===== src/rtl/fetch_stage.sv =====
// Instruction-fetch stage: owns the PC, captures INST_MEM output into the IF/ID
// register, and handles redirects, stalls, flushes, a fetch counter and a misalignment flag.
module fetch_stage #(
   parameter logic [31:0] RESET_PC = 32'h0000_0000,
   parameter logic [31:0] NOP_INST = 32'h0000_0013
) (
   input  logic        clk,
   input  logic        reset,
   input  logic        stall,
   input  logic        flush,
   input  logic        redirect,
   input  logic [31:0] redirect_target,
   output logic [31:0] PC,
   input  logic [31:0] Instruction_Code,
   output logic [31:0] if_id_pc,
   output logic [31:0] if_id_pc_plus4,
   output logic [31:0] if_id_inst,
   output logic        if_id_valid,
   output logic        misalign_err,
   output logic [31:0] fetch_count
);

   logic [31:0] pc_plus4;
   logic        bubble;
   logic        capture;

   assign pc_plus4 = PC + 32'd4;
   assign bubble   = redirect | flush;
   assign capture  = !bubble && !stall;

   // A redirect wins over a stall; the target is forced to a word boundary.
   always_ff @(posedge clk) begin
      if (!reset) begin
         PC <= RESET_PC;
      end else if (redirect) begin
         PC <= {redirect_target[31:2], 2'b00};
      end else if (!stall) begin
         PC <= pc_plus4;
      end
   end

   // A bubble keeps the old PC fields so only the instruction/valid pair changes.
   always_ff @(posedge clk) begin
      if (!reset) begin
         if_id_pc       <= 32'd0;
         if_id_pc_plus4 <= 32'd4;
         if_id_inst     <= NOP_INST;
         if_id_valid    <= 1'b0;
      end else if (bubble) begin
         if_id_inst     <= NOP_INST;
         if_id_valid    <= 1'b0;
      end else if (!stall) begin
         if_id_pc       <= PC;
         if_id_pc_plus4 <= pc_plus4;
         if_id_inst     <= Instruction_Code;
         if_id_valid    <= 1'b1;
      end
   end

   always_ff @(posedge clk) begin
      if (!reset) begin
         misalign_err <= 1'b0;
         fetch_count  <= 32'd0;
      end else begin
         if (redirect && (redirect_target[1:0] != 2'b00)) begin
            misalign_err <= 1'b1;
         end
         if (capture) begin
            fetch_count <= fetch_count + 32'd1;
         end
      end
   end

endmodule


===== config.mk =====
export PLATFORM = sky130hd
export DESIGN_NAME = fetch_stage
export DESIGN_NICKNAME = d
export VERILOG_FILES = /design/src/rtl/fetch_stage.sv
export SDC_FILE = /design/constraint.sdc
export NUM_CORES = 1
export LEC_CHECK = 0
export ABC_AREA = 1
export CAP_MARGIN = 20
export CELL_PAD_IN_SITES_DETAIL_PLACEMENT = 1
export CELL_PAD_IN_SITES_GLOBAL_PLACEMENT = 2
export CORE_ASPECT_RATIO = 0.5
export CORE_MARGIN = 1.5
export CORE_UTILIZATION = 30
export CTS_CLUSTER_DIAMETER = 150
export DETAILED_ROUTE_END_ITERATION = 8
export DONT_BUFFER_PORTS = 1
export PLACE_DENSITY_LB_ADDON = 0.1
export SLEW_MARGIN = 0
export SYNTH_ARGS = -nofsm -noshare
export SYNTH_HDL_FRONTEND = slang
export SYNTH_SLANG_ARGS = --single-unit

===== constraint.sdc =====
create_clock -name clk -period 1.5 [get_ports clk]
set_input_delay 0.15 -clock clk [delete_from_list [all_inputs] [get_ports clk]]
set_output_delay 0.15 -clock clk [all_outputs]
set_load 0.02 [all_outputs]

# Yosys cells after proc, flatten, opt, wreduce, memory -nomap -nowiden
# Index checks and enable logic that the tools add are counted.
# totals
latchBits	0
ram_bits	0
regBits	162
mem_count	0
romBits	0
elab_cells	25
# op_classes
reduce_logical	8
n_eq_ne	1
muxes	2
mul	0
n_div	0
shift	0
addsub	2
magnitude_cmp	0
n_bitwise	4
# ops
operator	n
2-to-1 mux 32 bit	2
adder 32 x 1 -> 32 bit (second input constant)	1
adder 32 x 3 -> 32 bit (second input constant)	1
OR reduction 2 bit	2
NOT 1 bit	3
logical AND 1 bit	2
logical NOT 1 bit	2
!= test 2 x 1 -> 1 bit (second input constant)	1
AND reduction 2 bit	1
nonzero test 2 bit	1
bitwise OR 1 bit	1

# Depth between registers and ports, before layout
# depth
depth_word	3
mapped_depth	11
depth_no_buf	10

# Worst setup path after synthesis
# No wires, ideal clock.
# synth_path
path_type	register to register
from	register fetch_count[0]
to	register fetch_count[24]
setup_time_ns	0.113
period_less_slack_ns	1.660
path_stages_with_launch	11
path_buffers	0
arrival_ns	1.547
slack_ns	-0.160
cell_sequence	dfxtp_1 ha_1 nand3_1 nor2_8 nand2_2 inv_2 nand3_1 nor2_1 nand2_1 nand2_1 nor2_1
# synth_via
elab_chain_cells	1
# synth_lines
element	line_no	text
start, declared	20	output logic [31:0] fetch_count
start signal, assigned	69	fetch_count <= fetch_count + 32'd1;
adder 32 x 1 -> 32 bit	69	
# Every way passes these cells.
# A chain may end at the register's enable or synchronous reset.

# Worst setup path in the final report
# layout_path
from	register PC[3]
to	register if_id_pc_plus4[26]
# layout_via
elab_chain_cells	1
# layout_lines
element	line_no	text
start, declared	13	output logic [31:0] PC,
start signal, assigned	36	PC <= {redirect_target[31:2], 2'b00};
start signal, assigned	38	PC <= pc_plus4;
adder 32 x 3 -> 32 bit	27	assign pc_plus4 = PC + 32'd4;
end signal, assigned	54	if_id_pc_plus4 <= pc_plus4;
end, declared	16	output logic [31:0] if_id_pc_plus4,
# Every way passes these cells.

==> impl_metrics.env <==
export IMPL_rsz0062_at_grt="true"
export IMPL_crit_path_top_delay_cell="sky130_fd_sc_hd__dfxtp_4"
export IMPL_maxSlewViolCount=0
export IMPL_filler_cell_count=2933
export IMPL_row_count=40
export IMPL_final_cell_area_sq_mm=0.0104
export IMPL_worst_path_max_fanout=5
export IMPL_clock_tree_buffer_depth=2
export IMPL_drt_pass1_iterations=4
export IMPL_drive_above_1_share_pct=26.8
export IMPL_kind_of_start_point_of_the_critical_path="flip-flop"
export IMPL_cellLeakagePower_nw=4.38
export IMPL_numClockSinks=156
export IMPL_drv_cap=0
export IMPL_synth_edf_count=0
export IMPL_die_height_microns=113
export IMPL_layout_worst_path_cycle_share_pct=102
export IMPL_power_density_mw_per_mm2=973
export IMPL_dieWidth_microns=224
export IMPL_finalCoreUtilization_pct=43.4
export IMPL_post_synth_cell_area_avg_sq_um=6.81
export IMPL_number_of_nets_in_the_layout=1329
export IMPL_cp_slowest_stage_delay_ps=380
export IMPL_placement_cell_area_sq_mm=0.00855
export IMPL_number_of_global_route_vias_before_repair=7831
export IMPL_synthCells=1075
export IMPL_arrival_ps=1870
export IMPL_worst_setup_path_type="reg2reg"
export IMPL_seq_area_frac_synth_pct=42.7
export IMPL_die_area_sq_mm=0.0254
export IMPL_number_of_cts_inserted_buffers=17
export IMPL_ys_seq_elements=156
export IMPL_finalWorstSetupSlack_ps=-31.7
export IMPL_core_area_sq_mm=0.0240
export IMPL_synthArstFlopShare_pct=0
export IMPL_overflow=0
export IMPL_syn_to_final_growth_pct=42.3
export IMPL_crit_family="simple AND/OR/NAND/NOR gates"
export IMPL_synth_ff_type="sky130_fd_sc_hd__dfxtp_1"
export IMPL_cts_tree="done"
export IMPL_clock_skew_ps=7.00
export IMPL_failed_checks="negative setup slack"
export IMPL_gr_usage_all_layers_pct=23.0
export IMPL_totalNegativeSetupSlack_ps=-76.3
export IMPL_cts_max_level=4
export IMPL_worst_path_buf_inv=1
export IMPL_finalWeightedCongestion=0.790
export IMPL_wirelength_routed_microns=28900
export IMPL_crit_path_cell_chain="ha_4 > nand2_4 > nor2_4 > nand2_4 > nor2_4 > nand2_1 > nand2_1 > nand2_2 > o21ai_2 > inv_1"
export IMPL_syn_area_sq_mm=0.00732
export IMPL_hold_viol=0
export IMPL_clock_tree_root_cell="sky130_fd_sc_hd__clkbuf_16"
export IMPL_detail_route_wl_per_cell_microns=18.3
export IMPL_ys_types=36
export IMPL_routed_via_count=7583
export IMPL_route_detailed_vias_per_inst=4.79
export IMPL_max_clock_freq_mhz=653
export IMPL_port_buffer_count=0
export IMPL_insertion_delay_ps=440
export IMPL_outcome="finished with violations"
export IMPL_hp_class="in2reg"
export IMPL_critPathRequiredTime_ps=1840
export IMPL_ys_warn_count=0
export IMPL_endpoint_kind="flip-flop"
export IMPL_period_minus_slack_ps=1530
export IMPL_cts_clk_slew_worst_paths_ps=70
export IMPL_worst_ir_drop_vdd_v=0.000627
export IMPL_timing_final_setup_violations=4
export IMPL_initial_antenna_violation_count=0
export IMPL_antenna_violating_nets_post_route=0
export IMPL_drt_drc_violations_left=0
export IMPL_top_level_ports=231
export IMPL_largest_net_degree_at_the_start_of_global_routing=48
export IMPL_place_detailed_hpwl_microns=20300
export IMPL_initial_utilization_pct=30.5
export IMPL_drt_first_iter_violations=324
export IMPL_grt_first_pass_wirelength_microns=44200
## power by group
part	internal [mW]	switching [mW]
clock network	2.71	1.82
registers	4.29	0.250
logic	0.425	0.636
total	7.42	2.71
## tightest hold or removal path, cell delays in order
cell,delay (ps)
sky130_fd_sc_hd__nand2_1,40
sky130_fd_sc_hd__o21ai_0,90
sky130_fd_sc_hd__inv_1,100
sky130_fd_sc_hd__a21oi_2,60
## timing repair
action,CTS,global route
gates resized for setup,45,121
pin swaps,15,37
endpoints found under the setup margin,50,69
hold buffers,65,0
hold endpoints to repair,105,0
setup buffers,3,7
## final timing paths
check                                          from            endpoint  slack, ps  cells after the start
worst min-delay path            redirect_target[12]              PC[12]         30                      4
worst max-delay path                          PC[3]  if_id_pc_plus4[26]        -30                     10
worst max register to register                PC[3]  if_id_pc_plus4[26]        -30                     10
worst min register to register      fetch_count[14]     fetch_count[14]        460                      1
## cell usage after synthesis, types with 7 or more instances
cell / n / area share (%)
sky130_fd_sc_hd__buf_2: 16 / 1.1
sky130_fd_sc_hd__nor2_4: 12 / 1.8
sky130_fd_sc_hd__buf_4: 9 / 0.92
sky130_fd_sc_hd__inv_1: 114 / 5.8
sky130_fd_sc_hd__clkbuf_1: 25 / 1.3
sky130_fd_sc_hd__a31oi_1: 9 / 0.77
sky130_fd_sc_hd__o21ai_0: 75 / 5.1
sky130_fd_sc_hd__o21ai_1: 11 / 0.75
sky130_fd_sc_hd__xor2_1: 14 / 1.7
sky130_fd_sc_hd__a21oi_1: 86 / 5.9
sky130_fd_sc_hd__dfxtp_1: 156 / 43
sky130_fd_sc_hd__nor2_1: 152 / 7.8
sky130_fd_sc_hd__nand2_1: 297 / 15
sky130_fd_sc_hd__nand3_1: 37 / 2.5
sky130_fd_sc_hd__nand2_2: 7 / 0.60
## logic make-up after synthesis
group	count (synthesis)	synth area share (%)
AND/OR/NAND/NOR	532	31.0
AO/OA/AOI/OAI	197	14.3
buffers and inverters	170	9.56
flip-flops	156	42.7
XOR/XNOR	17	2.14
adder cells (fa/ha/maj)	2	0.342
other	1	0.0512
## registers in the layout (all words and copies together), names as in the netlist
register        count
fetch_count        32
if_id_inst         32
PC                 30
if_id_pc           30
if_id_pc_plus4     30
if_id_valid         1
misalign_err        1
## routing by layer
layer	global-route usage [%]	vias up	wire, microns
met5	0	-	0
met4	8.65	0	616
met3	6.05	33	1300
met2	42.0	131	14800
met1	25.9	3687	12200
li1	-	3732	-
## cell type report
class	count	area (sq um)	area share [%]
clock inverter	7	116	1.12
clock buffer	21	470	4.52
multi-input combinational	754	3930	37.7
antenna	1	2.50	0.0240
sequential	156	3190	30.6
tap	315	394	3.78
timing repair buffer	211	1870	18.0
inverter	118	445	4.28
## per-stage QoR
step | setup WS (ps) | total power, mW | instances | hold slack (ps)
floorplan | -47.3 | 5.14 | 1080 | 276
detailed placement | -136 | 5.45 | 1479 | 287
finish | -31.7 | 10.1 | 1583 | 28.4
global placement | -72.2 | 5.44 | 1479 | 278
CTS | -45.5 | 10.2 | 1575 | 3.80
global route | -129 | 10.5 | 1582 | 42.2
## placed cells by master (no fill, tap or decap), types with 3 or more instances in the layout
cell type and n:
sky130_fd_sc_hd__nor2_4 23, sky130_fd_sc_hd__a21oi_1 83, sky130_fd_sc_hd__nand3_2 4, sky130_fd_sc_hd__nand3_1 31, sky130_fd_sc_hd__buf_12 6, sky130_fd_sc_hd__inv_2 8
sky130_fd_sc_hd__clkbuf_16 17, sky130_fd_sc_hd__nand3_4 4, sky130_fd_sc_hd__dfxtp_2 28, sky130_fd_sc_hd__buf_4 133, sky130_fd_sc_hd__nand4_1 5, sky130_fd_sc_hd__xor2_1 7
sky130_fd_sc_hd__clkbuf_8 3, sky130_fd_sc_hd__nor2_1 121, sky130_fd_sc_hd__a21oi_2 8, sky130_fd_sc_hd__o21ai_1 14, sky130_fd_sc_hd__o21ai_2 5, sky130_fd_sc_hd__nand2_2 27
sky130_fd_sc_hd__inv_1 109, sky130_fd_sc_hd__o21ai_0 67, sky130_fd_sc_hd__nand2_1 273, sky130_fd_sc_hd__bufinv_16 3, sky130_fd_sc_hd__dfxtp_4 8, sky130_fd_sc_hd__xor2_2 8
sky130_fd_sc_hd__o21a_1 3, sky130_fd_sc_hd__dfxtp_1 120, sky130_fd_sc_hd__a211oi_1 3, sky130_fd_sc_hd__dlygate4sd3_1 63, sky130_fd_sc_hd__nor2_2 26, sky130_fd_sc_hd__a31oi_1 9
sky130_fd_sc_hd__nand2_4 7, sky130_fd_sc_hd__buf_6 6, sky130_fd_sc_hd__conb_1 6, sky130_fd_sc_hd__nor3_1 5
Power figures use the tool's default switching activity.
